File: config.mk
export PLATFORM = sky130hd
export DESIGN_NAME = i2s_tdm_clkgen
export DESIGN_NICKNAME = d
export VERILOG_FILES = /design/src/rtl/i2s_tdm_clkgen.sv
export SDC_FILE = /design/constraint.sdc
export NUM_CORES = 1
export LEC_CHECK = 0
export ABC_AREA = 0
export CAP_MARGIN = 0
export CORE_ASPECT_RATIO = 0.75
export CORE_UTILIZATION = 55
export DETAILED_ROUTE_END_ITERATION = 10
export GPL_TIMING_DRIVEN = 0
export PLACE_DENSITY = 0.89
export RECOVER_POWER = 25
export SYNTH_ARGS = -nofsm -noshare
export SYNTH_HDL_FRONTEND = slang
export SYNTH_SLANG_ARGS = --single-unit
File: constraint.sdc
create_clock -name mclki -period 3.8 [get_ports mclki]
set_input_delay 1.14 -clock mclki [delete_from_list [all_inputs] [get_ports mclki]]
set_output_delay 1.14 -clock mclki [all_outputs]
set_load 0.1 [all_outputs]
File: src/rtl/i2s_tdm_clkgen.sv
// I2S/TDM bit-clock and frame-sync generator; all outputs registered, config shadowed at frame boundaries.
// Latency: first bclk_fall/frame_start one mclki after enable is sampled; no backpressure (free-running).
// Optional macro I2S_TDM_CLKGEN_POLARITY_EN adds shadowed bclk/lrck pin inversion.
module i2s_tdm_clkgen #(
  parameter int DIV_W     = 8,
  parameter int MAX_SLOTS = 16,
  parameter int SLOT_W    = $clog2(MAX_SLOTS)
) (
  input  logic              mclki,
  input  logic              rst_n,
  input  logic              enable,
  input  logic [DIV_W-1:0]  bclk_div,
  input  logic [5:0]        word_width,
  input  logic [SLOT_W:0]   slot_count,
  input  logic              fs_mode,
`ifdef I2S_TDM_CLKGEN_POLARITY_EN
  input  logic              bclk_inv,
  input  logic              lrck_inv,
`endif
  output logic              bclk,
  output logic              lrck,
  output logic              bclk_fall,
  output logic              bclk_rise,
  output logic              frame_start,
  output logic [SLOT_W-1:0] slot_idx,
  output logic [4:0]        bit_idx,
  output logic              running
);

  typedef enum logic [1:0] {IDLE, RUN, STOPPING} state_t;

  localparam logic [SLOT_W:0] MAX_S = (SLOT_W+1)'(MAX_SLOTS);

  state_t            state_q, state_d;
  logic [DIV_W-1:0]  hc_q, hc_d, div_q, div_d, div_c;
  logic              bclk_q, bclk_d, lrck_q, lrck_d;
  logic              fall_q, fall_d, rise_q, rise_d, fs_q, fs_d;
  logic [SLOT_W-1:0] slot_q, slot_d, slot_inc, last_slot;
  logic [4:0]        bit_q, bit_d, wordm1_q, wordm1_d, wordm1_c;
  logic [SLOT_W:0]   slots_q, slots_d, slots_c, half;
  logic              mode_q, mode_d, load;
`ifdef I2S_TDM_CLKGEN_POLARITY_EN
  logic              binv_q, binv_d, linv_q, linv_d;
`endif

  always_comb begin
    div_c    = (bclk_div == '0) ? DIV_W'(1) : bclk_div;
    wordm1_c = (word_width < 6'd8)  ? 5'd7  :
               (word_width > 6'd32) ? 5'd31 : word_width[4:0] - 5'd1;
    slots_c  = (slot_count == '0)   ? (SLOT_W+1)'(1) :
               (slot_count > MAX_S) ? MAX_S : slot_count;
  end

  // A one-slot I2S frame runs as two slots so lrck still toggles every word.
  always_comb begin
    last_slot = (!mode_q && slots_q == (SLOT_W+1)'(1)) ? SLOT_W'(1)
                                                      : slots_q[SLOT_W-1:0] - 1'b1;
    half      = ({1'b0, last_slot} + 1'b1) >> 1;
    slot_inc  = slot_q + 1'b1;
  end

  always_comb begin
    state_d = state_q;
    hc_d    = hc_q;
    bclk_d  = bclk_q;
    lrck_d  = lrck_q;
    fall_d  = 1'b0;
    rise_d  = 1'b0;
    fs_d    = 1'b0;
    slot_d  = slot_q;
    bit_d   = bit_q;
    load    = 1'b0;
    unique case (state_q)
      IDLE: begin
        load   = 1'b1;
        hc_d   = '0;
        bclk_d = 1'b0;
        lrck_d = 1'b0;
        slot_d = '0;
        bit_d  = '0;
        if (enable) begin
          state_d = RUN;
          fall_d  = 1'b1;
          fs_d    = 1'b1;
          lrck_d  = fs_mode;
        end
      end
      default: begin
        state_d = enable ? RUN : STOPPING;
        if (hc_q != div_q - 1'b1) begin
          hc_d = hc_q + 1'b1;
        end else begin
          hc_d = '0;
          if (!bclk_q) begin
            bclk_d = 1'b1;
            rise_d = 1'b1;
          end else begin
            bclk_d = 1'b0;
            if (bit_q != wordm1_q) begin
              bit_d  = bit_q + 5'd1;
              fall_d = 1'b1;
              lrck_d = !mode_q && ({1'b0, slot_q} >= half);
            end else if (slot_q != last_slot) begin
              bit_d  = '0;
              slot_d = slot_inc;
              fall_d = 1'b1;
              lrck_d = !mode_q && ({1'b0, slot_inc} >= half);
            end else if (!enable) begin
              // Frame boundary while stopping: park instead of starting a frame.
              state_d = IDLE;
              lrck_d  = 1'b0;
              bit_d   = '0;
              slot_d  = '0;
              load    = 1'b1;
            end else begin
              load   = 1'b1;
              bit_d  = '0;
              slot_d = '0;
              fall_d = 1'b1;
              fs_d   = 1'b1;
              lrck_d = fs_mode;
            end
          end
        end
      end
    endcase
  end

  always_comb begin
    div_d    = load ? div_c    : div_q;
    wordm1_d = load ? wordm1_c : wordm1_q;
    slots_d  = load ? slots_c  : slots_q;
    mode_d   = load ? fs_mode  : mode_q;
`ifdef I2S_TDM_CLKGEN_POLARITY_EN
    binv_d   = load ? bclk_inv : binv_q;
    linv_d   = load ? lrck_inv : linv_q;
`endif
  end

  always_ff @(posedge mclki or negedge rst_n) begin
    if (!rst_n) begin
      state_q  <= IDLE;
      hc_q     <= '0;
      bclk_q   <= 1'b0;
      lrck_q   <= 1'b0;
      fall_q   <= 1'b0;
      rise_q   <= 1'b0;
      fs_q     <= 1'b0;
      slot_q   <= '0;
      bit_q    <= '0;
      div_q    <= DIV_W'(1);
      wordm1_q <= 5'd7;
      slots_q  <= (SLOT_W+1)'(1);
      mode_q   <= 1'b0;
`ifdef I2S_TDM_CLKGEN_POLARITY_EN
      binv_q   <= 1'b0;
      linv_q   <= 1'b0;
`endif
    end else begin
      state_q  <= state_d;
      hc_q     <= hc_d;
      bclk_q   <= bclk_d;
      lrck_q   <= lrck_d;
      fall_q   <= fall_d;
      rise_q   <= rise_d;
      fs_q     <= fs_d;
      slot_q   <= slot_d;
      bit_q    <= bit_d;
      div_q    <= div_d;
      wordm1_q <= wordm1_d;
      slots_q  <= slots_d;
      mode_q   <= mode_d;
`ifdef I2S_TDM_CLKGEN_POLARITY_EN
      binv_q   <= binv_d;
      linv_q   <= linv_d;
`endif
    end
  end

`ifdef I2S_TDM_CLKGEN_POLARITY_EN
  assign bclk = bclk_q ^ binv_q;
  assign lrck = lrck_q ^ linv_q;
`else
  assign bclk = bclk_q;
  assign lrck = lrck_q;
`endif
  assign bclk_fall   = fall_q;
  assign bclk_rise   = rise_q;
  assign frame_start = fs_q;
  assign slot_idx    = slot_q;
  assign bit_idx     = bit_q;
  assign running     = (state_q != IDLE);

endmodule

=== Word level (Yosys, flattened, before mapping) ===
Index checks and enable logic that the tools add are counted.

* Output and inout port bits: 15
* Register bits: 43

* Eq/ne operators: 7
* Mux-type cells: 52
* Magnitude comparators: 5
* Reductions and logical operators: 11
* Add/sub/neg operators: 7

{| class="wikitable"
|+ Operators with widths
! kind !! number
|-
| $mux 5 || 8
|-
| $mux 1 || 27
|-
| $mux 4 || 6
|-
| $mux 8 || 3
|-
| $mux 2 || 8
|-
| $add 8x1->8 const B || 1
|-
| $ge 4x4->1 || 2
|-
| $logic_not 8->1 || 1
|-
| $ne 8x8->1 || 1
|-
| $sub 8x1->8 const B || 1
|-
| $gt 6x6->1 const B || 1
|-
| $lt 6x4->1 const B || 1
|-
| $add 4x1->5 const B || 1
|-
| $add 5x1->5 const B || 1
|-
| $eq 5x1->1 const B || 1
|-
| $gt 5x5->1 const B || 1
|-
| $logic_not 5->1 || 1
|-
| $ne 5x5->1 || 1
|-
| $sub 5x1->5 const B || 1
|-
| $add 4x1->4 const B || 1
|-
| $ne 2x1->1 const B || 2
|-
| $ne 4x4->1 || 1
|-
| $reduce_bool 2->1 || 2
|-
| $sub 4x1->4 const B || 1
|-
| other kinds (6) || 8
|}

=== Depth between registers and ports, before layout ===
Gate-level depths: netlist of the first run.

* Depth in word-level cells: 11
* Depth in mapped cells: 12
* Gate-level depth less buffers: 12

=== Worst setup path before layout of the first run ===
No wires, ideal clock.

* Kind: reg2reg
* From: register slot_q[0] (netlist: slot_idx[0])
* To: register div_q[2]
* Setup slack: 1056 ps
* Period minus slack after synthesis: 2744 ps
* Data arrival time: 2618 ps
* Path buffers: 1
* Stages on the path, launching flop included: 8
* Library setup time: 125 ps
* Path through: dfrtp_1 -> inv_1 -> xnor2_1 -> o41ai_4 -> and2_4 -> and2b_4 -> buf_12 -> mux2_4

* Word-level cells in the longest chain between the ends: 6

{| class="wikitable"
|+ Ends and longest elaborated chain
! element !! line !! text
|-
| from (decl) || 38 || <nowiki>logic [SLOT_W-1:0] slot_q, slot_d, slot_inc, last_slot;</nowiki>
|-
| from (signal assigned) || 167 || <nowiki>slot_q <= slot_d;</nowiki>
|-
| $ne 4x4->1 || 103 || <nowiki>end else if (slot_q != last_slot) begin</nowiki>
|-
| $mux 1 || 103 ||
|-
| $mux 1 || 99 || <nowiki>if (bit_q != wordm1_q) begin</nowiki>
|-
| $mux 1 || 94 || <nowiki>if (!bclk_q) begin</nowiki>
|-
| $mux 1 || 90 || <nowiki>if (hc_q != div_q - 1'b1) begin</nowiki>
|-
| $mux 1 || 73 || <nowiki>unique case (state_q)</nowiki>
|-
| to (signal assigned) || 169 || <nowiki>div_q <= div_d;</nowiki>
|-
| to (decl) || 35 || <nowiki>logic [DIV_W-1:0] hc_q, hc_d, div_q, div_d, div_c;</nowiki>
|}

No other way between the ends.
A chain may end at the register's enable or synchronous reset.

=== Worst setup path in the final report of the first run ===
* From: register state_q[1]
* To: output port running

* Word-level cells in the longest chain between the ends: 1

{| class="wikitable"
|+ Ends and longest elaborated chain
! element !! line !! text
|-
| from (decl) || 34 || <nowiki>state_t state_q, state_d;</nowiki>
|-
| from (signal assigned) || 160 || <nowiki>state_q <= state_d;</nowiki>
|-
| $reduce_bool 2->1 || 192 || <nowiki>assign running = (state_q != IDLE);</nowiki>
|-
| to (decl) || 27 || <nowiki>output logic running</nowiki>
|}

No other way between the ends.

==> impl_metrics.json, run 1 <==
{
  "outcome": "complete, but fails checks",
  "violations": "DRC, capacitance limit, slew limit",
  "powerDensity_nw_per_um2": 709.2,
  "worstPathMaxFanout": 7,
  "yosysWarnings": 0,
  "tightest_slew_ns": 2.199,
  "ys_ff_latch": 43,
  "rsz0062_at_grt": "no",
  "worst_hold_path_type": "reg -> reg",
  "port_buffers": 37,
  "grt_pass1_wl_mm": 10.02,
  "synth_common_cells": "dfrtp_1 (38), nor2_1 (18), xnor2_1 (18)",
  "p_leak_nw": 1.455,
  "instances_no_fill": 376,
  "drtIter0Drc": 130,
  "netSwitchingPower_w": 0.001049,
  "synth-xor-area-share": 0.09240,
  "dr.pass1.iters": 7,
  "synth_edf_count": 0,
  "skew_ns": 0.005149,
  "critPathLaunch": "state_q[1]",
  "die_w_um": 84.83,
  "dp_hpwl_mm": 4.454,
  "synth_most_common_cell": "dfrtp_1",
  "numCtsBuffers": 5,
  "vias": 2164,
  "post-cts-setup-buffer-count": 0,
  "syn_inst": 270,
  "synth_top_family_by_area": "simple AND/OR/NAND/NOR gates",
  "num_io_pins": 38,
  "insertion_delay_ns": 0.30,
  "synth_mux_area_frac": 0.1079,
  "min_period_ns": 3.326,
  "crit_path_start_kind": "flip-flop",
  "drc": 1,
  "core_um2": 4927,
  "wl_mm": 5.916,
  "overflow": 0,
  "finalCritPeriodShare": 0.8752,
  "end_kind": "primary output",
  "wl_per_cell_um": 15.73,
  "finalMaxSlewViolations": 43,
  "grt_max_degree": 43,
  "cp.required_ns": 2.66,
  "synthTopCellsByArea": "dfrtp_1 (34%), mux2_4 (7.4%), ha_1 (6.6%), xnor2_1 (5.6%), dfstp_2 (4.6%)",
  "finalHoldViolations": 0,
  "slew_headroom": -0.4659,
  "htreeDepth": 2,
  "p_comb_frac": 0.528,
  "yosys.area.top_type_share": 0.3360,
  "synthSimpleGateAreaFrac": 0.1826,
  "place_congestion": 0.8334,
  "setup_violations": 0,
  "final_antenna_net_count": 0,
  "hold_buffers": 0,
  "fp.dieH_um": 64.13,
  "fin_ws_ns": 0.4742,
  "swShare": 0.4384,
  "cts-root-buf": "clkbuf_8",
  "via_per_inst": 5.755,
  "initial_utilization": 0.5744,
  "p_int_w": 0.001343,
  "cap_violations": 1,
  "synthArstFlopShare": 1.000,
  "path_class": "reg -> out",
  "power_frac_clock": 0.134,
  "cts_resized": 0,
  "pre_cts_ws_ns": 0.7864,
  "clock-sinks": 43,
  "dp.cells": 368,
  "syn_to_final_growth_pct": 19.19,
  "syn-cell-area_um2": 2830,
  "ys_seq_area_frac": 0.3824,
  "final_nets": 353,
  "cts_tree": "built",
  "netlist.top_cell.by_area": "dfrtp_1",
  "synth.avg_cell_area_um2": 10.48,
  "clock_path_buffers": 2,
  "antenna_found_initial": 0,
  "rr_startpoint": "slots_q[0]",
  "yosys.area_share.adder": 0.06631,
  "worstPathArrival_ns": 2.19,
  "ys.flop_type": "dfrtp_1",
  "grt_pass1_vias": 2099,
  "seq_power_share": 0.338,
  "grt_usage": 0.2407,
  "hp-start": "bclk",
  "synth.distinct_cells": 60,
  "synth-compound-area-share": 0.1251,
  "die_area_um2": 5440,
  "fmax_mhz": 300.7,
  "rows": 22,
  "antenna_cells": 0,
  "path_clk_slew_ns": 0.08,
  "tns_ns": 0,
  "synth_fp_nets": 308,
  "ir_drop_v": 0.0003383,
  "final_layout_size_suffix_gt1_frac": 0.1361
}
==> through the flow <==
stage	hold WS (ns)	utilization	total power, W	instance area [um2]
after floorplan	0.4911	-	0.001755	2830
after global placement	0.4639	0.6648	0.001982	3276
after detailed placement	0.4770	0.6679	0.002053	3291
after CTS	0.4885	0.6882	0.002387	3391
after global routing	0.5126	0.6846	0.002561	3373
final	0.4831	0.6846	0.002392	3373
==> cells by family after synthesis <==
family          Yosys count
buf+inv                  22
flops                    43
compound gates           49
simple gates             89
mux                      23
fa+ha+maj                15
xor+xnor                 29
==> layout by cell type, fill, tap and decap left out, drive strengths merged, types with 2 or more instances in the layout <==
master / n
nor3b: 2
a22o: 3
mux2: 18
dfrtp: 38
a211o: 2
ha: 15
nand2b: 9
buf: 3
mux2i: 5
nor3: 10
nand2: 9
nor2: 20
a21boi: 4
a21oi: 10
clkdlybuf4s50: 36
o211ai: 2
dfstp: 5
and2: 2
nor4b: 2
nand3: 14
o22ai: 2
and3: 4
inv: 17
o31a: 2
o21ai: 10
clkbuf: 12
nor2b: 4
xor2: 11
nor4: 4
xnor2: 18
a21o: 2
a31oi: 5
==> state kept, by name, indices dropped and copies added, names as in the netlist <==
| signal | count |
|---|---|
| frame_start | 1 |
| bclk_fall | 1 |
| bclk_rise | 1 |
| mode_q | 1 |
| wordm1_q | 5 |
| state_q | 2 |
| lrck | 1 |
| bclk | 1 |
| slot_idx | 4 |
| bit_idx | 5 |
| hc_q | 8 |
| slots_q | 5 |
| div_q | 8 |
==> per-layer routing <==
metal | vias to the layer above | routed length, um | share of wire | global-route usage
met4 | 0 | 117 | 0.020 | 0.1059
met2 | 57 | 2658 | 0.45 | 0.3801
met5 | - | 0 | 0 | 0
li1 | 1051 | - | - | -
met1 | 1047 | 2887 | 0.49 | 0.3319
met3 | 9 | 253 | 0.043 | 0.03488
==> final cells by class <==
cell class / instances / area (um2)
clock buffer: 8 / 100.1
sequential: 43 / 1082
fill: 368 / 1554
tap: 60 / 75.07
timing repair buffer: 38 / 367.9
inverter: 17 / 63.81
multi-input combinational: 205 / 1625
buffer: 5 / 58.81
==> power by group through the flow <==
stage                     registers (W)  logic, W  clock network, W
after global routing           0.000830   0.00138          0.000351
after detailed placement       0.000810   0.00124                 0
final                          0.000809   0.00126          0.000320
after CTS                      0.000803   0.00126          0.000327
after global placement         0.000795   0.00119                 0
after floorplan                0.000908  0.000847                 0
==> worst max-delay path: stages, from the launching register on <==
cell and delay (ns):
dfrtp_1 0.37, nor2_2 0.27, inv_1 0.23, clkdlybuf4s50_1 1.01
==> final timing paths <==
| path | end | slack, ns | cells past startpoint |
|---|---|---|---|
| min reg2reg | bclk_rise | 0.48 | 1 |
| min in group asynchronous | div_q[3] | 0.61 | 1 |
| min | bclk_rise | 0.48 | 1 |
| max | running | 0.47 | 3 |
| max in group asynchronous | slot_idx[0] | 0.91 | 2 |
| max reg2reg | slots_q[4] | 0.72 | 10 |
No activity file was read; power rests on OpenSTA's default activity.
==> run 2, diff against run 1 <==
- CORE_UTILIZATION: 55 -> 50
- PLACE_DENSITY: 0.89 -> 0.86
- clock period: 3.8 -> 2.9 ns (I/O delays scaled with it)
==> run 2 against run 1 <==
The flow now finishes without violations. Non-clock buffer count is 5 higher. Count of clock-buffer cells in the layout did not move. Wire length is 0.91% higher. Combinational power is 39% higher. Critical path depth fell by 2.
==> impl_metrics.json, run 2 (same netlist as run 1, synthesis figures left out) <==
{
  "min_period_ns": 2.809,
  "path_class": "reg -> out",
  "grt_pass1_vias": 2016,
  "grt_usage": 0.2207,
  "antenna_found_initial": 0,
  "drtIter0Drc": 102,
  "cap_violations": 0,
  "grt_max_degree": 31,
  "cpPeakStageDelay_ns": 1.18,
  "worstPathMaxFanout": 5,
  "worstPathArrival_ns": 1.94,
  "instances_no_fill": 396,
  "antenna_cells": 0,
  "crit_path_start_kind": "flip-flop",
  "finalHoldViolations": 0,
  "holdPathStages": 1,
  "final_antenna_net_count": 0,
  "grt_pass1_wl_mm": 9.887,
  "end_kind": "primary output",
  "dp.cells": 383,
  "hp-start": "bclk",
  "fp.dieH_um": 67.16,
  "path_delay_family": "buffers and inverters",
  "hold_path_end": "bclk_rise",
  "numCtsBuffers": 5,
  "syn_to_final_growth_pct": 23.65,
  "vias": 2169,
  "powerDensity_nw_per_um2": 926.6,
  "setup_violations": 0,
  "clock_path_buffers": 2,
  "p_leak_nw": 1.534,
  "place_congestion": 0.8034,
  "fmax_mhz": 356.0,
  "cts-root-buf": "clkbuf_8",
  "insertion_delay_ns": 0.30,
  "rr_startpoint": "slots_q[0]",
  "rrSetupSlack_ns": 0.11,
  "crit_cells": 1,
  "final_layout_size_suffix_gt1_frac": 0.1776,
  "crit_slowest_cell": "clkdlybuf4s50_1",
  "cp.required_ns": 2.03,
  "hold_buffers": 0,
  "finalMaxSlewViolations": 0,
  "largestRegisters": "div_q: 8 flops, hc_q: 8 flops",
  "layout_commonest_cell": "dfrtp_1",
  "pre_cts_ws_ns": -0.1229,
  "holdWs_ns": 0.4967,
  "tightest_slew_ns": 1.361,
  "final_nets": 358,
  "htreeDepth": 2,
  "reg2reg_depth": 9,
  "path_clk_slew_ns": 0.08,
  "skew_ns": 0.005003,
  "initial_utilization": 0.5231,
  "num_io_pins": 38,
  "overflow": 0,
  "final_cell_mix": "dfrtp_1 (37), clkdlybuf4s50_1 (34), nor2_1 (18)",
  "path_cells": "clkdlybuf4s50_1",
  "die_area_um2": 5968,
  "dp_hpwl_mm": 4.439,
  "port_buffers": 37,
  "finalCritPeriodShare": 0.9685,
  "tns_ns": 0,
  "wl_mm": 5.970,
  "via_per_inst": 5.477,
  "outcome": "finished, final reports clean",
  "wl_per_cell_um": 15.08,
  "cts_tree": "built",
  "path_buf_inv": 1,
  "rr_endpoint": "lrck",
  "ir_drop_v": 0.0003477,
  "drc": 0,
  "rows": 23,
  "die_w_um": 88.88,
  "worst_hold_path_type": "reg -> reg",
  "core_um2": 5410,
  "fin_ws_ns": 0.09130,
  "slew_headroom": 0.09288,
  "dr.pass1.iters": 4,
  "clock-sinks": 43,
  "critPathLaunch": "bit_idx[1]"
}
[run 2: how the worst max path moves through the flow]
stage | slack [ns] | end
CTS | 0.03 | lrck
floorplan | 0.16 | div_q[2]
detailed placement | -0.12 | div_q[6]
finish | 0.09 | bit_idx[1]
global placement | -0.12 | hc_q[6]
global route | -0.03 | lrck
[run 2: area by class of cell]
cell class / count / area, um2
plain buffers: 5 / 58.81
clock buffers: 8 / 100.1
fillers: 444 / 1911
inverters: 17 / 63.81
multi-input cells: 205 / 1684
flip-flops and latches: 43 / 1084
well taps: 75 / 93.84
repair buffers: 43 / 415.4
[run 2: layer usage]
layer	global-route usage	wire (um)
met4	0.06250	61
met5	0	0
met1	0.3218	2995
met3	0.04279	231
met2	0.3337	2682
[run 2: where the power goes]
group,internal [W],total [W],switching (W)
Clock,0.000217,0.000415,0.000197
Combinational,0.000807,0.00175,0.000946
Sequential,0.000812,0.00107,0.000263
[run 2: timing repair]
item                       CTS  global route
pin swaps                    1             5
resized for setup            3            12
setup endpoints to repair   18            19
setup buffers                1             4
[run 2: per-stage QoR]
stage                     total power (W)  cell area [um2]    util
after global routing             0.003469             3500  0.6469
after CTS                        0.003111             3421  0.6323
after floorplan                  0.002300             2830       -
final                            0.003243             3500  0.6469
after detailed placement         0.002666             3309  0.6117
after global placement           0.002593             3294  0.6089
==> run 3, diff against run 2 <==
- SKIP_CTS_REPAIR_TIMING: default -> 1
==> run 3 against run 2 <==
Non-clock buffer count grew 4. Clock skew is essentially flat. Flip-flop and latch count is the same. Die area is the same. Worst hold slack lost 0.0020 ns. Final area grew 0.71%. Critical path depth grew 9. Core utilization grew 0.46 points. Combinational power is essentially flat. Via count grew 1.0%. Count of clock-buffer cells in the layout is the same. Wire length grew 2.1%. Critical endpoint is now mode_q.
==> impl_metrics.json, run 3 (same netlist as run 1, synthesis figures left out) <==
{
  "worstPathMaxFanout": 7,
  "reg2reg_depth": 10,
  "drc": 0,
  "dr.pass1.iters": 4,
  "pre_cts_ws_ns": -0.1229,
  "via_per_inst": 5.478,
  "layout_commonest_cell": "dfrtp_1",
  "numCtsBuffers": 5,
  "clock_path_buffers": 2,
  "antenna_cells": 0,
  "insertion_delay_ns": 0.29,
  "syn_to_final_growth_pct": 24.54,
  "dp_hpwl_mm": 4.439,
  "grt_usage": 0.2202,
  "cp.required_ns": 3.08,
  "rr_endpoint": "mode_q",
  "final_antenna_net_count": 0,
  "powerDensity_nw_per_um2": 910.4,
  "outcome": "finished, final reports clean",
  "rrSetupSlack_ns": 0.05,
  "cts_tree": "built",
  "end_kind": "flip-flop",
  "crit_path_start_kind": "flip-flop",
  "clock-sinks": 43,
  "die_area_um2": 5968,
  "rsz0062_at_grt": "yes",
  "final_cell_mix": "dfrtp_1 (37), clkdlybuf4s50_1 (34), xnor2_1 (18), nor2_1 (18), inv_1 (16)",
  "drtIter0Drc": 145,
  "final_nets": 362,
  "core_um2": 5410,
  "rr_startpoint": "slots_q[0]",
  "path_class": "reg -> reg",
  "finalMaxSlewViolations": 0,
  "wl_per_cell_um": 15.24,
  "largestRegisters": "div_q: 8 flops, hc_q: 8 flops",
  "num_io_pins": 38,
  "place_congestion": 0.8034,
  "worst_hold_path_type": "reg -> reg",
  "hp-start": "bclk",
  "wl_mm": 6.095,
  "cap_violations": 0,
  "worstPathArrival_ns": 3.03,
  "die_w_um": 88.88,
  "rows": 23,
  "min_period_ns": 2.849,
  "holdPathStages": 1,
  "fin_ws_ns": 0.05066,
  "vias": 2191,
  "grt_pass1_vias": 1998,
  "overflow": 0,
  "grt_max_degree": 31,
  "fp.dieH_um": 67.16,
  "cts-root-buf": "clkbuf_8",
  "setup_violations": 0,
  "tightest_slew_ns": 1.367,
  "finalCritPeriodShare": 0.9825,
  "port_buffers": 37,
  "tns_ns": 0,
  "grt_pass1_wl_mm": 9.853,
  "p_leak_nw": 1.556,
  "slew_headroom": 0.08853,
  "final_layout_size_suffix_gt1_frac": 0.1785,
  "initial_utilization": 0.5231,
  "htreeDepth": 2,
  "place_area_um2": 3309,
  "fmax_mhz": 351.0,
  "hold_path_end": "bclk_rise",
  "finalHoldViolations": 0,
  "fin_util": 0.6515,
  "antenna_found_initial": 0,
  "ir_drop_v": 0.0003331,
  "design_area_um2": 3525,
  "path_clk_slew_ns": 0.08,
  "skew_ns": 0.004932
}
-- run 3: worst max path at each step --
stage | startpoint | endpoint | slack [ns] | depth (start not counted)
after CTS | state_q[1] | running | -0.18 | 3
final | slots_q[0] | mode_q | 0.05 | 10
after detailed placement | slots_q[0] | div_q[6] | -0.12 | 10
after global placement | rst_n | hc_q[6] | -0.12 | 1
after global routing | slots_q[0] | mode_q | -0.06 | 10
after floorplan | slot_idx[0] | div_q[2] | 0.16 | 7
-- run 3: metrics by stage --
stage	hold WS (ns)	power [W]	instances
finish	0.4947	0.003209	400
global route	0.5106	0.003440	400
CTS	0.4689	0.003096	391
detailed placement	0.4773	0.002666	383
global placement	0.4647	0.002593	382
floorplan	0.4911	0.002300	270
-- run 3: final cells by class --
| type | instances | area, um2 |
|---|---|---|
| Clock buffer | 8 | 100.1 |
| Sequential cell | 43 | 1084 |
| Buffer | 5 | 58.81 |
| Timing Repair Buffer | 47 | 466.7 |
| Tap cell | 75 | 93.84 |
| Multi-Input combinational cell | 205 | 1658 |
| Fill cell | 442 | 1886 |
| Inverter | 17 | 63.81 |
-- run 3: power by group --
group	switching, W	internal, W
clock network	0.000195	0.000217
logic	0.000933	0.000791
registers	0.000260	0.000812
total	0.00139	0.00182
-- run 3: metal layers --
layer / wire, um / vias up / share of wire / track usage
met5: 0 / - / 0 / 0
met4: 49 / 0 / 0.0080 / 0.06048
met3: 255 / 5 / 0.042 / 0.04034
met2: 2769 / 57 / 0.45 / 0.3337
met1: 3020 / 1059 / 0.50 / 0.3225
li1: - / 1070 / - / -
-- run 3: critical path: stages (launching register included) --
cell and delay (ns):
dfstp_2 0.60, ha_2 0.20, nor4b_4 0.22, a21o_1 0.19
buf_4 0.12, xnor2_1 0.10, o41ai_4 0.39, and2_4 0.23
and2b_4 0.23, clkbuf_16 0.17, mux2_4 0.29
